<file path="src/rtl/hazard_pkg.sv">
// Shared types for the hazard/pipeline control slice: register address type,
// per-stage destination control record and the bubble constant.
package hazard_pkg;

  localparam int REG_W    = 5;
  localparam int ZERO_REG = 31;

  typedef logic [REG_W-1:0] reg_addr_t;

  typedef struct packed {
    reg_addr_t dest;
    logic      regwr;
    logic      memrd;
  } stage_ctl_t;

  localparam stage_ctl_t BUBBLE = '{dest: reg_addr_t'(ZERO_REG), regwr: 1'b0, memrd: 1'b0};

endpackage

</file>
<file path="src/rtl/pipe_ctl_reg.sv">
// One pipeline-stage control register: holds when en=0, loads BUBBLE or d otherwise.
module pipe_ctl_reg
  import hazard_pkg::*;
(
  input  logic       clk,
  input  logic       reset_n,
  input  logic       en,
  input  logic       bubble,
  input  stage_ctl_t d,
  output stage_ctl_t q
);

  always_ff @(posedge clk or negedge reset_n) begin
    if (!reset_n) begin
      q <= BUBBLE;
    end else if (en) begin
      q <= bubble ? BUBBLE : d;
    end
  end

endmodule

</file>
<file path="src/rtl/hazard_pipe_ctl.sv">
// Destination tracking for EX/MEM/WB, load-use stall, branch flush and memory freeze.
// Optional performance counters are built when HAZARD_PERF_CNT_EN is defined.
module hazard_pipe_ctl #(
  parameter int REG_W    = 5,
  parameter int ZERO_REG = 31,
  parameter int CNT_W    = 32
) (
  input  logic             clk,
  input  logic             reset_n,
  input  logic             id_valid,
  input  logic [REG_W-1:0] id_rn,
  input  logic [REG_W-1:0] id_rm,
  input  logic             id_use_rn,
  input  logic             id_use_rm,
  input  logic [REG_W-1:0] id_rd,
  input  logic             id_regwr,
  input  logic             id_memrd,
  input  logic             flush,
  input  logic             mem_busy,
  output logic [REG_W-1:0] dest_ex,
  output logic             regwr_ex,
  output logic             memrd_ex,
  output logic [REG_W-1:0] dest_mem,
  output logic             regwr_mem,
  output logic [REG_W-1:0] dest_wb,
  output logic             regwr_wb,
`ifdef HAZARD_PERF_CNT_EN
  output logic [CNT_W-1:0] stall_cnt,
  output logic [CNT_W-1:0] flush_cnt,
  output logic [CNT_W-1:0] freeze_cnt,
`endif
  output logic             pc_we,
  output logic             ifid_we,
  output logic             ifid_flush
);

  import hazard_pkg::*;

  localparam logic [REG_W-1:0] XZR = REG_W'(ZERO_REG);

  stage_ctl_t ex_p0, mem_p1, wb_p2;
  stage_ctl_t id_ctl;
  logic       lu, lu_win, flush_win, stall_q, advance;
  logic       unused_wb_memrd;

  assign unused_wb_memrd = wb_p2.memrd;

  // The stall flag is redundant with the EX bubble but guarantees a stall never exceeds one cycle.
  assign lu = id_valid & ex_p0.regwr & ex_p0.memrd & (ex_p0.dest != XZR) & ~stall_q &
              ((id_use_rn & (id_rn == ex_p0.dest)) | (id_use_rm & (id_rm == ex_p0.dest)));

  assign advance   = ~mem_busy;
  assign flush_win = advance & flush;
  assign lu_win    = advance & ~flush & lu;

  assign id_ctl.dest  = id_rd;
  assign id_ctl.regwr = id_regwr & id_valid & (id_rd != XZR);
  assign id_ctl.memrd = id_memrd & id_valid;

  always_ff @(posedge clk or negedge reset_n) begin
    if (!reset_n) begin
      stall_q <= 1'b0;
    end else if (advance) begin
      stall_q <= lu_win;
    end
  end

  // ---- ID -> EX ----
  pipe_ctl_reg u_ex (
    .clk     (clk),
    .reset_n (reset_n),
    .en      (advance),
    .bubble  (flush | lu),
    .d       (id_ctl),
    .q       (ex_p0)
  );

  // ---- EX -> MEM ----
  pipe_ctl_reg u_mem (
    .clk     (clk),
    .reset_n (reset_n),
    .en      (advance),
    .bubble  (1'b0),
    .d       (ex_p0),
    .q       (mem_p1)
  );

  // ---- MEM -> WB ----
  pipe_ctl_reg u_wb (
    .clk     (clk),
    .reset_n (reset_n),
    .en      (advance),
    .bubble  (1'b0),
    .d       (mem_p1),
    .q       (wb_p2)
  );

  assign dest_ex   = ex_p0.dest;
  assign regwr_ex  = ex_p0.regwr;
  assign memrd_ex  = ex_p0.memrd;
  assign dest_mem  = mem_p1.dest;
  assign regwr_mem = mem_p1.regwr;
  assign dest_wb   = wb_p2.dest;
  assign regwr_wb  = wb_p2.regwr;

  assign pc_we      = advance & ~lu_win;
  assign ifid_we    = advance & ~lu_win;
  assign ifid_flush = flush_win;

`ifdef HAZARD_PERF_CNT_EN
  function automatic logic [CNT_W-1:0] sat_inc(input logic [CNT_W-1:0] v);
    return (&v) ? v : v + {{(CNT_W-1){1'b0}}, 1'b1};
  endfunction

  always_ff @(posedge clk or negedge reset_n) begin
    if (!reset_n) begin
      stall_cnt  <= '0;
      flush_cnt  <= '0;
      freeze_cnt <= '0;
    end else begin
      if (lu_win)    stall_cnt  <= sat_inc(stall_cnt);
      if (flush_win) flush_cnt  <= sat_inc(flush_cnt);
      if (mem_busy)  freeze_cnt <= sat_inc(freeze_cnt);
    end
  end
`endif

endmodule

</file>
<file path="config.mk">
export PLATFORM = sky130hd
export DESIGN_NAME = hazard_pipe_ctl
export DESIGN_NICKNAME = d
export VERILOG_FILES = /design/src/rtl/hazard_pkg.sv /design/src/rtl/pipe_ctl_reg.sv /design/src/rtl/hazard_pipe_ctl.sv
export SDC_FILE = /design/constraint.sdc
export NUM_CORES = 1
export LEC_CHECK = 0
export ABC_CLOCK_PERIOD_IN_PS = 4100
export CAP_MARGIN = 20
export CORE_MARGIN = 8
export CORE_UTILIZATION = 45
export CTS_CLUSTER_SIZE = 12
export DETAILED_ROUTE_END_ITERATION = 10
export HOLD_SLACK_MARGIN = 0.15
export PLACE_DENSITY = 0.82
export SYNTH_ARGS = -nofsm -noshare
export SYNTH_HDL_FRONTEND = slang
export SYNTH_HIERARCHICAL = 1
export SYNTH_SLANG_ARGS = --single-unit
</file>
<file path="constraint.sdc">
create_clock -name clk -period 4.1 [get_ports clk]
set_input_delay 0.82 -clock clk [delete_from_list [all_inputs] [get_ports clk]]
set_output_delay 0.82 -clock clk [all_outputs]
set_load 0.005 [all_outputs]
</file>
# Yosys cells after proc, flatten, opt, wreduce, memory -nomap -nowiden
# Index checks and enable logic that the tools add are counted.
# op_classes
eq_ne	4
muxes	1
bitwise	20
# ops
op	count
1-bit AND	14
5-bit == test	2
5-bit inequality test, second input constant	2
7-bit two-way mux	1
1-bit inverter	4
1-bit OR	2
# word_totals
register_bits	20
inputBits	24

# Logic depth before layout (Yosys ltp)
# logic_depth
ltp_word	8
ltp_mapped	6

# Cells and area by module
# The synthesis kept the hierarchy.
# by_module_without_submodules
module	n_inst	cells_per_inst	area_each_um2	seq_area_each_um2
pipe_ctl_reg	3	29	306.5	181.4
hazard_pipe_ctl	1	31	250.2	25.0

# Worst setup path before layout
# OpenSTA, ideal clock, no wires.
# synth_timing
kind	input port to output port
start	input id_rn[3]
end	output pc_we
arrival_time_ns	1.788
setup_slack_ns	1.492
path_stages	5
cell_sequence	xor2_1 -> nor4_2 -> a32oi_1 -> o31a_1 -> buf_4
# synth_via
elab_chain_cells	7
# synth_lines
item	line	rtl
start: declaration	hazard_pipe_ctl.sv:11	input logic [REG_W-1:0] id_rn,
5-bit == test	hazard_pipe_ctl.sv:50	((id_use_rn & (id_rn == ex_p0.dest)) | (id_use_rm & (id_rm == ex_p0.dest)));
1-bit AND	hazard_pipe_ctl.sv:50	
1-bit OR	hazard_pipe_ctl.sv:50	
1-bit AND	hazard_pipe_ctl.sv:49	assign lu = id_valid & ex_p0.regwr & ex_p0.memrd & (ex_p0.dest != XZR) & ~stall_q &
1-bit AND	hazard_pipe_ctl.sv:54	assign lu_win = advance & ~flush & lu;
1-bit inverter	--	
1-bit AND	--	
end: declaration	hazard_pipe_ctl.sv:32	output logic pc_we,
# Every way passes these cells.

# Worst setup path after layout
# layout_timing
start	input id_rn[3]
end	output ifid_we
# layout_via
elab_chain_cells	7
# layout_lines
item	line	rtl
5-bit == test	hazard_pipe_ctl.sv:50	
1-bit AND	hazard_pipe_ctl.sv:50	
1-bit OR	hazard_pipe_ctl.sv:50	
1-bit AND	hazard_pipe_ctl.sv:49	
1-bit AND	hazard_pipe_ctl.sv:54	
1-bit inverter	hazard_pipe_ctl.sv:107	assign ifid_we = advance & ~lu_win;
1-bit AND	hazard_pipe_ctl.sv:107	
end: declaration	hazard_pipe_ctl.sv:33	output logic ifid_we,
# Every way passes these cells.

==> run metrics <==
share of layout cells above drive strength 1 about a quarter; root buffer cell clkbuf_4; YS warnings 6; setup TNS 0 ns; PortBufs 45; Mapped Cells 110; CP max FO 3; most frequent cells in the layout 45 x clkdlybuf4s50_1, 21 x nor2_1, 15 x dfstp_2; drt first-iter violations 46; Residual DRC 0; period utilisation layout 84.7%; outcome complete, no violations; htree depth 1; gpl congestion 0.737; relative slew slack a little over two fifths; CTS Buffer Depth 2; Fillers 215; number of max-cap violations 0; Worst setup SP type primary input; Mean Syn Cell Area 9.88 µm²; Top cell by count, worst path clkdlybuf4s50_1; WP data arrival 2.65 ns; clk sink count 20; area of the multi-input gates 549 µm²; WP data required 3.28 ns; first-pass GRT wire length 4370 µm; Max Slew Vio Count 0; Worst path max stage delay 0.52 ns; die area ~0.0042 mm²; PD cells around 280 mW/mm²; worst hold path class flip-flop to flip-flop; Setup Viol. Count Final 0; Setup crit end kind output port; worst setup path category primary input to output port; Skew-Pair Late Insertion Delay approximately 0.30 ns; total grt overflow 0; die height 65.2 µm; Fin. Hold Viols 0; initial core utilization 45.5%; sw frac 25.8%; dpl hpwl between 2000 and 2500 µm; WL final 2680 µm; Tmin final 3.47 ns; internal reg-to-reg setup slack 2.09 ns; maximum clock frequency 288 MHz; commonest non-fill, non-tap cell in the layout clkdlybuf4s50_1; # IOs 46; total power 0.446 mW; antenna-violating nets left 0; CP cell instances clkdlybuf4s50_1 -> xor2_1 -> nor4_2 -> a32oi_1 -> o31a_1 -> clkdlybuf4s50_1; Clock Skew 0.00816 ns; routed len/inst 13.6 µm; cts bufs inserted 3; GRT Total Usage between 10% and 20%; area grow syn2layout 48.9%; 1st-pass router iterations 4; Mapped Area 0.00109 mm²; setup bufs post-CTS 0; vias in the first global route 944; CORE AREA 0.00239 mm²; initial antenna violation count 0; FF+latch area 519 µm²; LEAKAGE around 0.64 nW; largest net degree at the start of global routing 39; antenna diode count 0; switching pwr 0.115 mW; RSZ-0062 raised after global routing false; design area 0.00162 mm²; Clk network pwr share 25.4%; TritonCTS clock tree built; Flop pwr share 52.0%; post-place instance area ~0.0016 mm²; # nets final about 190; Comb pwr share between 20% and 30%; Worst-path clk slew 0.11 ns; Die X ~65 µm; Hold-fix buffers, CTS 0; worst-margin pin slew 0.860 ns; vias per cell 4.63; peak supply drop 175 µV; cts repair resizes 0; Slowest-stage cell, CP clkdlybuf4s50_1; # rows 18; Vias 912; Power Internal 0.331 mW
## metal layers
metal,up-vias,routed length [µm],track usage (%),share of wire (%)
met4,0,25,4.09,0.93
met5,-,0,0,0
met3,4,238,4.42,8.9
li1,467,-,-,-
met2,36,1330,22.0,50
met1,405,1080,14.5,40
## worst max-delay path: cells and delay by family
kind            cells  cell delay, ns
xor+xnor            1            0.21
buf+inv             2            0.99
simple gates        1            0.08
compound gates      2            0.55
## power groups by stage
| stage | clock, mW | combinational, mW | sequential, mW |
|---|---|---|---|
| 2_1_floorplan | 0 | 0.0416 | 0.233 |
| 5_1_grt | 0.125 | 0.110 | 0.235 |
| 3_3_place_gp | 0 | 0.0980 | 0.235 |
| 4_1_cts | 0.117 | 0.102 | 0.232 |
| 3_5_place_dp | 0 | 0.101 | 0.236 |
| 6_report | 0.113 | 0.100 | 0.232 |
## area by class of cell
cell class,instances,area share (%)
inverter,5,1.16
timing repair buffer,46,28.3
clock buffer,4,2.24
tap,30,2.32
multi-input combinational,92,33.9
sequential,20,32.1
## final timing paths
check / to / cells after the start / from
worst max-delay path: ifid_we / 6 / id_rn[3]
min in group asynchronous: stall_q$_DFFE_PN0N_ / 1 / reset_n
max in group asynchronous: u_ex/q[1]$_DFFE_PN0P_ / 1 / reset_n
worst min-delay path: u_wb/q[3]$_DFFE_PN1P_ / 2 / u_wb/q[3]$_DFFE_PN1P_
worst min register to register: u_wb/q[3]$_DFFE_PN1P_ / 2 / u_wb/q[3]$_DFFE_PN1P_
worst max register to register: u_ex/q[0]$_DFFE_PN0P_ / 6 / u_ex/q[5]$_DFFE_PN1P_
## flip-flops by register name (all words and copies together), names as in the netlist
register  count
u_wb/q        6
stall_q       1
u_ex/q        7
u_mem/q       6
## stage by stage
stage | setup slack, ns | cells | hold slack (ns) | utilization [%]
6_report | 0.627 | 197 | 0.496 | 67.8
3_3_place_gp | 0.721 | 193 | 0.475 | 66.3
4_1_cts | 0.620 | 197 | 0.499 | 67.8
2_1_floorplan | 1.49 | 121 | 0.444 | -
5_1_grt | 0.532 | 197 | 0.518 | 67.8
3_5_place_dp | 0.643 | 193 | 0.482 | 66.3
(Power assumes the default switching activity.)
